===== config.mk =====
export PLATFORM = sky130hd
export DESIGN_NAME = dcache_direct_mapped
export DESIGN_NICKNAME = d
export VERILOG_FILES = /design/src/rtl/dcache_direct_mapped_pkg.sv /design/src/rtl/dcache_set_array.sv /design/src/rtl/dcache_direct_mapped.sv
export SDC_FILE = /design/constraint.sdc
export NUM_CORES = 1
export LEC_CHECK = 0
export ABC_AREA = 1
export BUFFER_PORTS_ARGS = -buffer_cell sky130_fd_sc_hd__buf_2
export CAP_MARGIN = 20
export CORE_MARGIN = 2
export CORE_UTILIZATION = 35
export CTS_BUF_LIST = sky130_fd_sc_hd__clkbuf_2 sky130_fd_sc_hd__clkbuf_4 sky130_fd_sc_hd__clkbuf_8
export CTS_CLUSTER_SIZE = 20
export DETAILED_ROUTE_END_ITERATION = 10
export PLACE_DENSITY = 0.56
export SLEW_MARGIN = 25
export SYNTH_ARGS = -nofsm -noshare
export SYNTH_HDL_FRONTEND = slang
export SYNTH_SLANG_ARGS = --single-unit

===== constraint.sdc =====
create_clock -name CLK -period 2.5 [get_ports CLK]
set_input_delay 0.125 -clock CLK [delete_from_list [all_inputs] [get_ports CLK]]
set_output_delay 0.125 -clock CLK [all_outputs]
set_load 0.005 [all_outputs]

===== src/rtl/dcache_direct_mapped_pkg.sv =====
// rtl/dcache_direct_mapped_pkg.sv - shared widths, address slicing and FSM encoding for the data cache
package dcache_direct_mapped_pkg;

   localparam int ADDR_W       = 8;
   localparam int DATA_W       = 8;
   localparam int OFFSET_W     = 2;
   localparam int INDEX_W      = 3;
   localparam int TAG_W        = ADDR_W - INDEX_W - OFFSET_W;
   localparam int BLOCK_W      = 32;
   localparam int SETS         = 1 << INDEX_W;
   localparam int BLOCK_ADDR_W = ADDR_W - OFFSET_W;

   // Bit positions of the fields inside a CPU byte address {tag, index, offset}
   localparam int OFFSET_LSB = 0;
   localparam int INDEX_LSB  = OFFSET_W;
   localparam int TAG_LSB    = OFFSET_W + INDEX_W;

   typedef enum logic [1:0] {
      ST_IDLE      = 2'd0,
      ST_WRITEBACK = 2'd1,
      ST_FETCH     = 2'd2,
      ST_REFILL    = 2'd3
   } state_e;

   function automatic logic [TAG_W-1:0] addr_tag(input logic [ADDR_W-1:0] addr);
      return addr[TAG_LSB +: TAG_W];
   endfunction

   function automatic logic [INDEX_W-1:0] addr_index(input logic [ADDR_W-1:0] addr);
      return addr[INDEX_LSB +: INDEX_W];
   endfunction

   function automatic logic [OFFSET_W-1:0] addr_offset(input logic [ADDR_W-1:0] addr);
      return addr[OFFSET_LSB +: OFFSET_W];
   endfunction

endpackage


===== src/rtl/dcache_set_array.sv =====
// rtl/dcache_set_array.sv - valid/dirty/tag/data storage with combinational read and registered write
module dcache_set_array
   import dcache_direct_mapped_pkg::*;
(
   input  logic                clk_i,
   input  logic                resetn_i,
   input  logic [INDEX_W-1:0]  index_i,
   output logic                rd_valid_o,
   output logic                rd_dirty_o,
   output logic [TAG_W-1:0]    rd_tag_o,
   output logic [BLOCK_W-1:0]  rd_block_o,
   input  logic                byte_we_i,
   input  logic [OFFSET_W-1:0] byte_offset_i,
   input  logic [DATA_W-1:0]   byte_data_i,
   input  logic                fill_en_i,
   input  logic [TAG_W-1:0]    fill_tag_i,
   input  logic [BLOCK_W-1:0]  fill_block_i
);

   logic [SETS-1:0]    valid_q, valid_d;
   logic [SETS-1:0]    dirty_q, dirty_d;
   logic [TAG_W-1:0]   tag_q  [SETS];
   logic [BLOCK_W-1:0] data_q [SETS];

   assign rd_valid_o = valid_q[index_i];
   assign rd_dirty_o = dirty_q[index_i];
   assign rd_tag_o   = tag_q[index_i];
   assign rd_block_o = data_q[index_i];

   // Next-state of the status bits: a fill leaves the line clean, a store dirties it
   always_comb begin
      valid_d = valid_q;
      dirty_d = dirty_q;
      if (fill_en_i) begin
         valid_d[index_i] = 1'b1;
         dirty_d[index_i] = 1'b0;
      end else if (byte_we_i) begin
         dirty_d[index_i] = 1'b1;
      end
   end

   // Status bits are the only state cleared by reset
   always_ff @(posedge clk_i) begin
      if (!resetn_i) begin
         valid_q <= '0;
         dirty_q <= '0;
      end else begin
         valid_q <= valid_d;
         dirty_q <= dirty_d;
      end
   end

   // Tag and data arrays keep their contents across reset; only valid gates their use
   always_ff @(posedge clk_i) begin
      if (fill_en_i) begin
         tag_q[index_i]  <= fill_tag_i;
         data_q[index_i] <= fill_block_i;
      end else if (byte_we_i) begin
         data_q[index_i][{byte_offset_i, 3'b000} +: DATA_W] <= byte_data_i;
      end
   end

endmodule


===== src/rtl/dcache_direct_mapped.sv =====
// rtl/dcache_direct_mapped.sv - direct-mapped write-back write-allocate data cache with hit logic and miss FSM
module dcache_direct_mapped
   import dcache_direct_mapped_pkg::*;
(
   input  logic                    CLK,
   input  logic                    RESET,
   input  logic                    READ,
   input  logic                    WRITE,
   input  logic [ADDR_W-1:0]       ADDRESS,
   input  logic [DATA_W-1:0]       WRITEDATA,
   output logic [DATA_W-1:0]       READDATA,
   output logic                    BUSYWAIT,
   output logic                    mem_read,
   output logic                    mem_write,
   output logic [BLOCK_ADDR_W-1:0] mem_address,
   output logic [BLOCK_W-1:0]      mem_writedata,
   input  logic [BLOCK_W-1:0]      mem_readdata,
   input  logic                    mem_busywait
);

   state_e state_q, state_d;
   logic   mem_read_q, mem_read_d;
   logic   mem_write_q, mem_write_d;

   logic [TAG_W-1:0]    req_tag;
   logic [INDEX_W-1:0]  req_index;
   logic [OFFSET_W-1:0] req_offset;

   logic                line_valid;
   logic                line_dirty;
   logic [TAG_W-1:0]    line_tag;
   logic [BLOCK_W-1:0]  line_block;

   logic                request;
   logic                hit;
   logic                byte_we;
   logic                fill_en;

   assign req_tag    = addr_tag(ADDRESS);
   assign req_index  = addr_index(ADDRESS);
   assign req_offset = addr_offset(ADDRESS);

   dcache_set_array u_set_array (
      .clk_i         (CLK),
      .resetn_i      (RESET),
      .index_i       (req_index),
      .rd_valid_o    (line_valid),
      .rd_dirty_o    (line_dirty),
      .rd_tag_o      (line_tag),
      .rd_block_o    (line_block),
      .byte_we_i     (byte_we),
      .byte_offset_i (req_offset),
      .byte_data_i   (WRITEDATA),
      .fill_en_i     (fill_en),
      .fill_tag_i    (req_tag),
      .fill_block_i  (mem_readdata)
   );

   assign request = READ | WRITE;
   assign hit     = line_valid & (line_tag == req_tag);

   assign READDATA      = hit ? line_block[{req_offset, 3'b000} +: DATA_W] : '0;
   assign mem_read      = mem_read_q;
   assign mem_write     = mem_write_q;
   assign mem_writedata = line_block;
   // The victim is written back under its own tag; every other state addresses the requested block
   assign mem_address   = (state_q == ST_WRITEBACK) ? {line_tag, req_index} : {req_tag, req_index};

   // Miss FSM next state, stall and array write strobes; WRITE wins when both requests are high
   always_comb begin
      state_d  = state_q;
      BUSYWAIT = 1'b0;
      byte_we  = 1'b0;
      fill_en  = 1'b0;
      unique case (state_q)
         ST_IDLE: begin
            if (request) begin
               if (hit) begin
                  byte_we = WRITE;
               end else begin
                  BUSYWAIT = 1'b1;
                  state_d  = (line_valid & line_dirty) ? ST_WRITEBACK : ST_FETCH;
               end
            end
         end
         ST_WRITEBACK: begin
            BUSYWAIT = 1'b1;
            if (!mem_busywait) state_d = ST_FETCH;
         end
         ST_FETCH: begin
            BUSYWAIT = 1'b1;
            if (!mem_busywait) state_d = ST_REFILL;
         end
         ST_REFILL: begin
            BUSYWAIT = 1'b1;
            fill_en  = 1'b1;
            state_d  = ST_IDLE;
         end
         default: state_d = ST_IDLE;
      endcase
      mem_read_d  = (state_d == ST_FETCH);
      mem_write_d = (state_d == ST_WRITEBACK);
   end

   // State and memory request registers; reset abandons any transfer in flight
   always_ff @(posedge CLK) begin
      if (!RESET) begin
         state_q     <= ST_IDLE;
         mem_read_q  <= 1'b0;
         mem_write_q <= 1'b0;
      end else begin
         state_q     <= state_d;
         mem_read_q  <= mem_read_d;
         mem_write_q <= mem_write_d;
      end
   end

endmodule


==> results.rst, run 1 <==
.. list-table::
   :header-rows: 1

   * - Metric
     - Value
   * - Basic-gate share of the synthesized area counting and, or, nand and nor cells
     - between 15 and 20%
   * - Number of endpoints with negative hold slack in the final report
     - 8
   * - Clock root buffer
     - sky130_fd_sc_hd__clkbuf_8
   * - Placer's final routability congestion estimate
     - between 0.9 and 1
   * - WP data arrival
     - ~2.3 ns
   * - Vias in the first global route
     - about 10,000
   * - Most used flip-flop cell after synthesis
     - sky130_fd_sc_hd__edfxtp_1
   * - Mux contribution to synthesized area
     - 0%
   * - Synthesized area per cell
     - 10.54 um2
   * - Launching element of the worst setup path
     - ADDRESS[2]
   * - Final Max Tran Viols
     - 0
   * - Final-stage net count
     - between 1,500 and 2,000
   * - Max-slew headroom at the worst pin
     - a little over half
   * - Worst Setup End Kind
     - primary output
   * - Total grt overflow
     - 0
   * - Placed cell count
     - 1,892
   * - Standard cell area after detailed placement
     - between 15,000 and 20,000 um2
   * - Origin of the worst min-delay path
     - mem_readdata[18]
   * - Sinks on the clock net
     - 300
   * - Critical-path maximum fanout
     - 44
   * - First-pass GRT wire length
     - 62,470 um
   * - Detailed-route vias per instance
     - 5.109
   * - Unrepaired setup endpoints after global routing
     - yes
   * - Number of instances in the synthesized netlist
     - roughly 1,200
   * - Adder-cell area share of the yosys netlist
     - less than 1%
   * - Fraction of the cycle the final worst path needs
     - between 90% and 100%
   * - Number of filler instances in the final layout
     - 3,422
   * - Design Area, Final
     - between 15,000 and 20,000 um2
   * - Count of H-tree levels built during CTS
     - 2
   * - Number of distinct library cells after synthesis
     - 32
   * - Launch point of the worst reg-to-reg path
     - u_set_array.tag_q[7][0]$_DFFE_PP_
   * - Worst setup path class
     - in -> out
   * - Critical path's most frequent cell
     - sky130_fd_sc_hd__buf_4
   * - Hold Path Class
     - in -> reg
   * - Worst reg2reg path endpoint
     - u_set_array.data_q[0][18]$_DFFE_PP_
   * - Placeable core region
     - roughly 37,000 um2
   * - Total vias in the final route
     - approximately 10,000
   * - Most area-hungry cell type in the Yosys netlist
     - sky130_fd_sc_hd__edfxtp_1
   * - Ports
     - 102
   * - Sequence of cells on the critical path
     - buf_2 > buf_4 > buf_6 > nand2_1 > buf_4 > buf_4 > nor2_1 > a211oi_2 > nand3_1 > nand3_1 > a21oi_1 > buf_2
   * - Pwr per Cell Area
     - between 600 and 700 nW/um2
   * - Most common cell in the synthesized netlist
     - sky130_fd_sc_hd__nand2_1
   * - DR WL/cell
     - 21.45 um
   * - Later-pin clock latency in the skew report
     - slightly below 0.6 ns
   * - Number of rows in the core area
     - 70
   * - Element type at the critical path start
     - input pin
   * - Diode count
     - 0
   * - First drt pass iteration count
     - 7
   * - Xor/xnor share of the synthesized area
     - 0%
   * - Last element of the critical path
     - READDATA[0]
   * - Max cap viols
     - 0
   * - Antenna violations before repair
     - 1
   * - Total buffers and inverters traversed by the critical path
     - 6
   * - Flip-flop and latch count after synthesis
     - 300
   * - Post-route insts no fill
     - around 2,000
   * - Overall power
     - about 11,000 uW
   * - Total GRT Usage
     - approximately 22%
   * - Kind of cell adding the most delay to the critical path
     - buffers and inverters
   * - Top cell types by occurrence after synthesis
     - sky130_fd_sc_hd__nand2_1 (360), sky130_fd_sc_hd__edfxtp_1 (280), sky130_fd_sc_hd__a21oi_1 (104), sky130_fd_sc_hd__inv_1 (98), sky130_fd_sc_hd__nor2_1 (73)
   * - Fraction of final layout cells with drive strength greater than 1
     - between 20% and 30%
   * - Number of remaining DRC errors
     - 0
   * - Outcome
     - finished, violations left
   * - Async set-reset flop share out of synthesis
     - 0%
   * - Count of cells along the worst register-to-register path
     - 12
   * - CTS buffer count
     - 50
   * - DIE HEIGHT
     - 196.6 um
   * - Initial core utilization
     - a little over a third
   * - Final worst clock skew
     - about 0.028 ns
   * - Clock input transition at the sequential cells of the worst setup and hold paths
     - about 0.06 ns
   * - Worst setup slack before clock tree synthesis
     - -0.1143 ns
   * - TritonCTS clock tree
     - built
   * - Seq/Total Area, Yosys
     - roughly 68%
   * - Worst hold slack after final layout
     - -0.01972 ns
   * - Total number of cells along the worst setup path
     - 12
   * - Achievable clock frequency
     - approximately 410 MHz
   * - Reg-to-reg setup timing slack
     - approximately 0.17 ns
   * - Width of the chip
     - roughly 200 um
   * - Leak Pwr
     - 0.006623 uW
   * - Final routed wirelength across all metal layers
     - between 40,000 and 50,000 um
   * - Violated checks
     - negative hold slack
   * - Setup slack after layout
     - 0.04788 ns
   * - Required time at the worst-slack endpoint
     - 2.38 ns
   * - Number of failing setup endpoints in the final timing report
     - 0
   * - Post-synthesis net count
     - 1,289
   * - Largest family of logic cells by synthesized area
     - simple AND/OR/NAND/NOR gates
   * - Clock period minus final worst setup slack
     - 2.452 ns
   * - DPL Wire Length
     - roughly 30,000 um
   * - Area added between synthesis and finish
     - 26.55%
   * - Combined area of all synthesized cells
     - 12,980 um2
   * - Top cell type's share of synthesized area
     - approximately two thirds
   * - IO buf count
     - ~100
   * - Remaining antenna violation count
     - 0
   * - Worst VDD drop
     - 0.4225 mV
   * - Syn. warnings
     - 0
   * - Count of flip-flops with a built-in enable after synthesis
     - 280
   * - Synthesized-area fraction occupied by ao, oa, aoi and oai cells
     - around 10%
   * - Initial DRC Count
     - roughly 950
   * - Largest cells by area after synthesis
     - sky130_fd_sc_hd__edfxtp_1 (65%), sky130_fd_sc_hd__nand2_1 (10%), sky130_fd_sc_hd__a21oi_1 (4.0%)
   * - Slowest cell on the critical path
     - sky130_fd_sc_hd__buf_6
   * - Maximum number of pins on one net before global-route repair
     - between 40 and 50
   * - Worst path max stage delay
     - 0.35 ns
   * - Worst Tran Pin Value
     - between 0.6 and 0.7 ns
   * - Die footprint
     - roughly 39,000 um2
   * - Maximum buffer depth of the clock tree
     - 3
-- power by group --
group	leakage (uW)	switching, uW	internal, uW
logic	0.00343	655	355
clock network	0.000510	1950	2240
registers	0.00268	7.64	5510
total	0.00662	2610	8110
-- layout make-up --
type / instances / area, um2 / share of cell area [%]
repair buffers: 275 / 2019 / 12.29
clock inverters: 17 / 73.82 / 0.4494
multi-input cells: 761 / 3666 / 22.32
inverters: 103 / 392.9 / 2.392
clock buffers: 73 / 879.6 / 5.355
well taps: 468 / 585.6 / 3.565
flip-flops and latches: 300 / 8808 / 53.63
-- placed cells by master, fill, tap and decap left out, types with 50 or more instances in the layout --
cell type / n
sky130_fd_sc_hd__a21oi_1: 93
sky130_fd_sc_hd__o21ai_0: 50
sky130_fd_sc_hd__inv_1: 95
sky130_fd_sc_hd__buf_2: 99
sky130_fd_sc_hd__clkbuf_8: 53
sky130_fd_sc_hd__edfxtp_1: 280
sky130_fd_sc_hd__buf_4: 148
sky130_fd_sc_hd__nand2_1: 353
sky130_fd_sc_hd__nor2_1: 72
sky130_fd_sc_hd__nand3_1: 64
-- metal layers --
| metal | GRT usage, % | routed length, um | up-vias |
|---|---|---|---|
| met5 | 0 | 0 | - |
| met3 | 4.107 | 3674 | 95 |
| met1 | 29.15 | 17710 | 4855 |
| li1 | - | - | 4769 |
| met2 | 35.78 | 19860 | 483 |
| met4 | 9.663 | 1582 | 0 |
-- metrics by stage --
step           setup TNS, ns  utilization [%]
2_1_floorplan              0                -
3_3_place_gp         -0.6593            41.32
3_5_place_dp          -2.348            41.32
4_1_cts            -0.004773            44.53
5_1_grt              -0.7156            44.97
6_report                   0            44.97
-- kinds of logic after synthesis --
group / count (synthesis)
AND/OR/NAND/NOR: 522
adder cells (fa/ha/maj): 5
flip-flops: 300
buffers and inverters: 171
AO/OA/AOI/OAI: 233
-- flip-flops by register name, summed over array words and instances (netlist names), named ones only --
register	count
mem_write	1
state_q	2
u_set_array.valid_q	8
u_set_array.tag_q	24
mem_read	1
u_set_array.data_q	256
-- worst min-delay path: stages --
cell	delay, ns
sky130_fd_sc_hd__buf_2	0.07
sky130_fd_sc_hd__nand2_1	0.05
sky130_fd_sc_hd__o21ai_2	0.16
-- worst min-delay path by stage --
| stage | slack, ns | cells past startpoint | end |
|---|---|---|---|
| after global placement | 0.42 | 1 | u_set_array.tag_q[3][2]$_DFFE_PP_ |
| after floorplan | 0.22 | 0 | u_set_array.tag_q[0][0]$_DFFE_PP_ |
| after detailed placement | 0.41 | 1 | u_set_array.tag_q[3][2]$_DFFE_PP_ |
| after CTS | 0.01 | 4 | u_set_array.data_q[5][12]$_DFFE_PP_ |
| final | -0.02 | 3 | u_set_array.data_q[5][18]$_DFFE_PP_ |
| after global routing | 0.02 | 3 | u_set_array.data_q[6][23]$_DFFE_PP_ |
-- what timing repair did --
item,in CTS,in global routing
setup buffers,3,3
pin swaps,5,13
hold endpoints to repair,38,0
hold buffers,9,0
endpoints found under the setup margin,17,310
gates resized for setup,20,40
gates cloned,1,0
Note: power is estimated with default switching activity, not from simulation.
==> run 2, diff against run 1 <==
--- a/config.mk
+++ b/config.mk
@@ -8,12 +8,13 @@
 export ABC_AREA = 1
 export BUFFER_PORTS_ARGS = -buffer_cell sky130_fd_sc_hd__buf_2
 export CAP_MARGIN = 20
+export CORE_ASPECT_RATIO = 1.25
 export CORE_MARGIN = 2
-export CORE_UTILIZATION = 35
+export CORE_UTILIZATION = 56
 export CTS_BUF_LIST = sky130_fd_sc_hd__clkbuf_2 sky130_fd_sc_hd__clkbuf_4 sky130_fd_sc_hd__clkbuf_8
 export CTS_CLUSTER_SIZE = 20
 export DETAILED_ROUTE_END_ITERATION = 10
-export PLACE_DENSITY = 0.56
+export PLACE_DENSITY = 0.81
 export SLEW_MARGIN = 25
 export SYNTH_ARGS = -nofsm -noshare
 export SYNTH_HDL_FRONTEND = slang
==> run 2 against run 1 <==
Compared with the run above: the flow finishes with violations (design-rule violations); sequential power about the same; global-route usage increased by 7.9 points; clock-buffer cell count decreased by 12; sequential share of layout area increased by 2.5 points; clock skew increased by 0.0096 ns; worst hold slack improved by 0.033 ns; total power decreased by 5.3%; die area decreased by 37%; critical endpoint is now READDATA[1].
==> results.rst, run 2 (synthesized netlist as in run 1, its figures left out) <==
.. list-table::
   :header-rows: 1

   * - Metric
     - Value
   * - Outcome
     - finished, violations left
   * - Violated checks
     - design-rule violations
   * - Max FFs per register
     - 256
   * - Width of the chip
     - approximately 140 um
   * - Sw frac
     - roughly a quarter
   * - First-pass GRT wire length
     - between 50,000 and 60,000 um
   * - Fraction of final layout cells with drive strength greater than 1
     - between 20% and 30%
   * - Fraction of the cycle the final worst path needs
     - a little over nine tenths
   * - Placer's final routability congestion estimate
     - 0.9937
   * - Top register by number of flip-flops
     - u_set_array.data_q
   * - Standard cell area after detailed placement
     - around 15,000 um2
   * - Comb pwr share
     - ~8.9%
   * - Top Registers
     - u_set_array.data_q (256), u_set_array.tag_q (24), u_set_array.valid_q (8)
   * - Total vias in the final route
     - roughly 10,000
   * - Sinks on the clock net
     - 300
   * - Clock root buffer
     - sky130_fd_sc_hd__clkbuf_8
   * - Kind of cell adding the most delay to the critical path
     - simple AND/OR/NAND/NOR gates
   * - DIE HEIGHT
     - between 150 and 200 um
   * - Highest-count cells in the layout ignoring fill and taps
     - sky130_fd_sc_hd__nand2_1 (359), sky130_fd_sc_hd__edfxtp_1 (280), sky130_fd_sc_hd__buf_4 (107)
   * - Design Area, Final
     - ~16,000 um2
   * - Ports
     - between 100 and 150
   * - Clock period minus final worst setup slack
     - 2.419 ns
   * - Number of rows in the core area
     - 62
   * - IO buf count
     - slightly above 100
   * - Max-slew headroom at the worst pin
     - 56.16%
   * - Number of remaining DRC errors
     - 6
   * - Maximum number of pins on one net before global-route repair
     - 48
   * - Initial core utilization
     - 56.72%
   * - Sequence of cells on the critical path
     - inv_1 > nand2_1 > nand3_1 > nand2_1 > o21ai_1 > nand2_1 > nor2_4 > buf_4 > buf_12 > nand2_8 > a21oi_2 > buf_2
   * - Placeable core region
     - ~23,000 um2
   * - Maximum buffer depth of the clock tree
     - 3
   * - Leak Pwr
     - between 0.006 and 0.007 uW
   * - Count of H-tree levels built during CTS
     - 2
   * - Leading cell type in the layout, fill and taps excluded
     - sky130_fd_sc_hd__nand2_1
   * - Pwr per Cell Area
     - 647.5 nW/um2
   * - Number of endpoints with negative hold slack in the final report
     - 0
   * - Total GRT Usage
     - a little under a third
   * - Final worst clock skew
     - approximately 0.037 ns
   * - Final routed wirelength across all metal layers
     - between 30,000 and 40,000 um
   * - WP data arrival
     - between 2 and 2.5 ns
   * - Diode count
     - 0
   * - Footprint of the multi-input gates
     - ~3600 um2
   * - Worst setup path class
     - reg -> out
   * - TritonCTS clock tree
     - built
   * - Part of the total power dissipated in the clock network
     - a little under two fifths
   * - Clock input transition at the sequential cells of the worst setup and hold paths
     - around 0.07 ns
   * - Achievable clock frequency
     - between 400 and 500 MHz
   * - Slowest cell on the critical path
     - sky130_fd_sc_hd__edfxtp_1
   * - Switching pwr
     - roughly 2400 uW
   * - Initial DRC Count
     - around 1,500
   * - Antenna violations before repair
     - 0
   * - Power share of the sequential group
     - around 54%
   * - Reg-to-reg setup timing slack
     - between 0.08 and 0.09 ns
   * - Critical-path maximum fanout
     - 10
   * - CTS buffer count
     - between 40 and 50
   * - Worst path max stage delay
     - between 0.3 and 0.4 ns
   * - Die footprint
     - between 20,000 and 25,000 um2
   * - Final Max Tran Viols
     - 0
   * - Vias in the first global route
     - ~9,900
   * - Int Power
     - 7734 uW
   * - Launch point of the worst reg-to-reg path
     - u_set_array.tag_q[7][1]$_DFFE_PP_
   * - Total grt overflow
     - 0
   * - Origin of the worst min-delay path
     - mem_readdata[21]
   * - Later-pin clock latency in the skew report
     - ~0.58 ns
   * - Final core utilization
     - about two thirds
   * - Hold Path Class
     - in -> reg
   * - DPL Wire Length
     - between 20,000 and 25,000 um
   * - Final-stage net count
     - 1,499
   * - Worst hold slack after final layout
     - 0.01336 ns
   * - Worst Setup End Kind
     - primary output
   * - Detailed-route vias per instance
     - 5.907
   * - Required time at the worst-slack endpoint
     - about 2.4 ns
   * - Area added between synthesis and finish
     - 20.81%
   * - Max cap viols
     - 0
   * - Unrepaired setup endpoints after global routing
     - yes
   * - Number of filler instances in the final layout
     - roughly 1,600
   * - Element type at the critical path start
     - flop
   * - Worst VDD drop
     - a little over 0.4 mV
   * - Number of failing setup endpoints in the final timing report
     - 0
   * - Worst Tran Pin Value
     - about 0.65 ns
   * - Sequential cell area
     - slightly below 9000 um2
   * - Remaining antenna violation count
     - 0
   * - First drt pass iteration count
     - 9
   * - Total buffers and inverters traversed by the critical path
     - 4
   * - Launching element of the worst setup path
     - u_set_array.tag_q[7][0]$_DFFE_PP_
   * - DR WL/cell
     - roughly 21 um
   * - Critical path's most frequent cell
     - sky130_fd_sc_hd__nand2_1
==> run 2: power groups by stage <==
stage	Combinational, uW	Clock, uW	Sequential, uW
floorplan	418	0	5620
global placement	799	0	5620
detailed placement	817	0	5620
CTS	845	3730	5520
global route	963	3960	5510
finish	902	3740	5520
==> run 2: what timing repair did <==
action                                  4_1_cts  5_1_grt
endpoints found under the setup margin       14      273
hold endpoints to repair                     39        8
gates cloned                                  0        1
pin swaps                                     3        7
hold buffers                                  7        1
gates resized for setup                      18       27
buffers inserted                              2        3
==> run 2: worst register-to-register path, stage by stage, from the launching register on <==
cell                       delay, ns
sky130_fd_sc_hd__edfxtp_1       0.37
sky130_fd_sc_hd__inv_1          0.07
sky130_fd_sc_hd__nand2_1        0.05
sky130_fd_sc_hd__nand3_1        0.08
sky130_fd_sc_hd__nand2_1        0.07
sky130_fd_sc_hd__nor2_2         0.12
sky130_fd_sc_hd__buf_4          0.13
sky130_fd_sc_hd__nor2_2         0.04
sky130_fd_sc_hd__nor2_4         0.15
sky130_fd_sc_hd__buf_4          0.15
sky130_fd_sc_hd__nand4_1        0.13
sky130_fd_sc_hd__buf_6          0.19
sky130_fd_sc_hd__buf_4          0.18
sky130_fd_sc_hd__a21oi_1        0.22
sky130_fd_sc_hd__buf_4          0.19
==> run 2: path summary, 6_finish.rpt <==
check                                         to  cells after the start
max                                  READDATA[1]                     12
min          u_set_array.data_q[5][21]$_DFFE_PP_                      3
max reg2reg   u_set_array.data_q[2][8]$_DFFE_PP_                     14
min reg2reg                                 flop                      2
==> run 2: layout make-up <==
| class | count | share of cell area, % |
|---|---|---|
| Clock buffer | 61 | 4.716 |
| Clock inverter | 17 | 0.5426 |
| Inverter | 103 | 2.481 |
| Multi-Input combinational cell | 761 | 23.26 |
| Sequential cell | 300 | 56.17 |
| Tap cell | 288 | 2.298 |
| Timing Repair Buffer | 231 | 10.53 |
==> run 2: through the flow <==
stage | setup TNS (ns) | std cells | total power (uW) | worst slack, ns
floorplan | 0 | 1231 | 6038 | 0.04333
global placement | -0.2739 | 1670 | 6420 | -0.1808
detailed placement | -3.828 | 1670 | 6439 | -0.2018
CTS | 0 | 1756 | 10090 | 0.005045
global route | -0.4156 | 1761 | 10430 | -0.02420
finish | 0 | 1761 | 10150 | 0.08057
==> run 2: metal layers <==
layer	GRT usage (%)	wire, um	share of wire, %
met5	0	0	0
met4	14.44	1795	4.9
met3	6.171	4475	12
met2	49.86	17840	48
met1	37.89	12870	35
==> run 3, diff against run 2 <==
--- a/config.mk
+++ b/config.mk
@@ -10,11 +10,10 @@
 export CAP_MARGIN = 20
 export CORE_ASPECT_RATIO = 1.25
 export CORE_MARGIN = 2
-export CORE_UTILIZATION = 56
-export CTS_BUF_LIST = sky130_fd_sc_hd__clkbuf_2 sky130_fd_sc_hd__clkbuf_4 sky130_fd_sc_hd__clkbuf_8
+export CORE_UTILIZATION = 54
 export CTS_CLUSTER_SIZE = 20
 export DETAILED_ROUTE_END_ITERATION = 10
-export PLACE_DENSITY = 0.81
+export PLACE_DENSITY = 0.84
 export SLEW_MARGIN = 25
 export SYNTH_ARGS = -nofsm -noshare
 export SYNTH_HDL_FRONTEND = slang
==> run 3 against run 2 <==
Compared with the run above: the run ends with negative hold slack left; die area grew 3.6%; design area grew 0.98%; non-clock buffer count grew 9; via count grew 2.0%; clock-buffer cell count shrank 32; critical endpoint is now READDATA[6].
==> results.rst, run 3 (synthesized netlist as in run 1, its figures left out) <==
.. list-table::
   :header-rows: 1

   * - Metric
     - Value
   * - Top register by number of flip-flops
     - u_set_array.data_q
   * - Hold Path Class
     - in -> reg
   * - Total GRT Usage
     - a little under a third
   * - Fraction of the cycle the final worst path needs
     - between 90% and 100%
   * - Achievable clock frequency
     - a little over 400 MHz
   * - Part of the total power dissipated in the clock network
     - between 40% and 50%
   * - Area added between synthesis and finish
     - 22.00%
   * - Sw frac
     - a little under a quarter
   * - Outcome
     - finished, violations left
   * - Clock period minus final worst setup slack
     - between 2 and 2.5 ns
   * - Maximum buffer depth of the clock tree
     - 3
   * - Top Registers
     - u_set_array.data_q (256), u_set_array.tag_q (24), u_set_array.valid_q (8)
   * - Leak Pwr
     - ~0.0064 uW
   * - Final-stage net count
     - ~1,500
   * - First-pass GRT wire length
     - 57,010 um
   * - Sequential cell area
     - about 8800 um2
   * - Count of H-tree levels built during CTS
     - 1
   * - Number of remaining DRC errors
     - 0
   * - Placer's final routability congestion estimate
     - about 1
   * - Worst Setup End Kind
     - primary output
   * - Worst Tran Pin Value
     - between 0.7 and 0.8 ns
   * - Overall power
     - ~11,000 uW
   * - Initial DRC Count
     - 1,563
   * - Number of filler instances in the final layout
     - around 1,600
   * - Final Max Tran Viols
     - 0
   * - Highest-count cells in the layout ignoring fill and taps
     - sky130_fd_sc_hd__nand2_1 (358), sky130_fd_sc_hd__edfxtp_1 (280), sky130_fd_sc_hd__buf_4 (118)
   * - Comb pwr share
     - under 10%
   * - Vias in the first global route
     - 10,200
   * - IO buf count
     - approximately 100
   * - CTS buffer count
     - 27
   * - Final routed wirelength across all metal layers
     - a little under 40,000 um
   * - Setup TNS
     - 0 ns
   * - Number of endpoints with negative hold slack in the final report
     - 16
   * - Final worst clock skew
     - 0.01763 ns
   * - Standard cell area after detailed placement
     - roughly 15,000 um2
   * - Detailed-route vias per instance
     - 6.076
   * - Violated checks
     - negative hold slack
   * - Worst hold slack after final layout
     - -0.004991 ns
   * - Max FFs per register
     - approximately 260
   * - Leading cell type in the layout, fill and taps excluded
     - sky130_fd_sc_hd__nand2_1
   * - Initial core utilization
     - a little over half
   * - Element type at the critical path start
     - input pin
   * - DR WL/cell
     - about 22 um
   * - Pwr per Cell Area
     - 681.2 nW/um2
   * - Later-pin clock latency in the skew report
     - ~0.55 ns
   * - Unrepaired setup endpoints after global routing
     - yes
   * - Required time at the worst-slack endpoint
     - between 2 and 2.5 ns
   * - Worst VDD drop
     - 0.5736 mV
   * - Placeable core region
     - around 24,000 um2
   * - TritonCTS clock tree
     - built
   * - Switching pwr
     - about 2500 uW
   * - Int Power
     - ~8300 uW
   * - Remaining antenna violation count
     - 0
   * - Number of failing setup endpoints in the final timing report
     - 0
   * - Max cap viols
     - 0
   * - Diode count
     - 0
   * - DPL Wire Length
     - ~26,000 um
   * - Critical-path maximum fanout
     - 40
   * - Total grt overflow
     - 0
   * - Ports
     - a little over 100
   * - First drt pass iteration count
     - 6
   * - Fraction of final layout cells with drive strength greater than 1
     - between 20% and 30%
   * - Total vias in the final route
     - 10,610
   * - Footprint of the multi-input gates
     - around 3600 um2
   * - Max-slew headroom at the worst pin
     - between 50% and 60%
   * - Maximum number of pins on one net before global-route repair
     - 41
   * - Worst setup slack before clock tree synthesis
     - 0.006322 ns
   * - DIE HEIGHT
     - between 150 and 200 um
   * - Clock input transition at the sequential cells of the worst setup and hold paths
     - 0.06 ns
   * - Sinks on the clock net
     - 300
   * - Die footprint
     - approximately 25,000 um2
   * - Worst setup path class
     - in -> out
   * - Clock root buffer
     - sky130_fd_sc_hd__clkbuf_16
   * - Design Area, Final
     - 15,840 um2
   * - Width of the chip
     - around 140 um
   * - Setup slack after layout
     - ~0.071 ns
   * - Power share of the sequential group
     - 51.1%
   * - WP data arrival
     - ~2.3 ns
   * - Antenna violations before repair
     - 2
   * - Number of rows in the core area
     - 63
==> run 3: changes by cell type in the layout (fill, tap and decap cells not counted), moves of 4 or more <==
cell / change
sky130_fd_sc_hd__clkbuf_4: -16
sky130_fd_sc_hd__clkbuf_8: -45
sky130_fd_sc_hd__buf_4: +11
sky130_fd_sc_hd__clkinvlp_4: +4
sky130_fd_sc_hd__bufinv_16: +5
sky130_fd_sc_hd__clkbuf_16: +27
sky130_fd_sc_hd__clkinv_1: -7
sky130_fd_sc_hd__a21oi_1: +4
==> run 3: worst paths after layout <==
check / startpoint / to / slack (ns) / cells after the start
setup / recovery: ADDRESS[2] / READDATA[6] / 0.07 / 13
setup reg to reg: u_set_array.tag_q[1][0]$_DFFE_PP_ / u_set_array.data_q[0][30]$_DFFE_PP_ / 0.08 / 13
hold reg to reg: flop / flop / 0.46 / 2
hold / removal: mem_readdata[5] / u_set_array.data_q[0][5]$_DFFE_PP_ / -0.005 / 3
==> run 3: per-stage QoR <==
step | util (%) | cells | hold WS, ns
after global routing | 66.96 | 1746 | 0.02667
after CTS | 66.22 | 1739 | 0.002303
after detailed placement | 61.77 | 1684 | 0.4410
after floorplan | - | 1231 | 0.2239
final | 66.96 | 1746 | -0.004991
after global placement | 61.77 | 1684 | 0.4356
==> run 3: cell type report <==
cell class / count / area share [%]
inverters: 103 / 2.457
well taps: 292 / 2.307
repair buffers: 240 / 10.82
clock buffers: 29 / 4.314
clock inverters: 21 / 1.580
flip-flops and latches: 300 / 55.63
multi-input cells: 761 / 22.90
==> run 3: power groups by stage <==
stage          clock network, uW  logic [uW]  registers, uW
2_1_floorplan                  0         418           5620
3_3_place_gp                   0         816           5620
3_5_place_dp                   0         836           5620
4_1_cts                     4340         864           5510
5_1_grt                     4540         993           5510
6_report                    4340         939           5510
==> run 3: worst max-delay path, stage by stage <==
cell	delay [ns]
sky130_fd_sc_hd__buf_2	0.17
sky130_fd_sc_hd__buf_12	0.17
sky130_fd_sc_hd__buf_6	0.21
sky130_fd_sc_hd__nand2_1	0.16
sky130_fd_sc_hd__inv_1	0.07
sky130_fd_sc_hd__buf_4	0.21
sky130_fd_sc_hd__nand2_1	0.09
sky130_fd_sc_hd__nand2_1	0.06
sky130_fd_sc_hd__a211oi_1	0.34
sky130_fd_sc_hd__nand3_1	0.20
sky130_fd_sc_hd__nand3_1	0.24
sky130_fd_sc_hd__a21oi_4	0.10
sky130_fd_sc_hd__buf_2	0.14
==> run 3: layer usage <==
metal / GRT usage (%) / vias up / part of all wire [%]
li1: - / 4641 / -
met1: 36.79 / 4961 / 33
met2: 51.28 / 806 / 49
met3: 6.017 / 199 / 12
met4: 16.09 / 2 / 6.2
met5: 0 / - / 0.033
==> run 3: repair_timing <==
action                                  4_1_cts  5_1_grt
hold buffers                                  5        0
gates cloned                                  0        1
endpoints found under the hold margin        37        0
pin swaps                                     0        7
endpoints found under the setup margin        9      307
buffers inserted                              0        6
gates resized for setup                      13       31
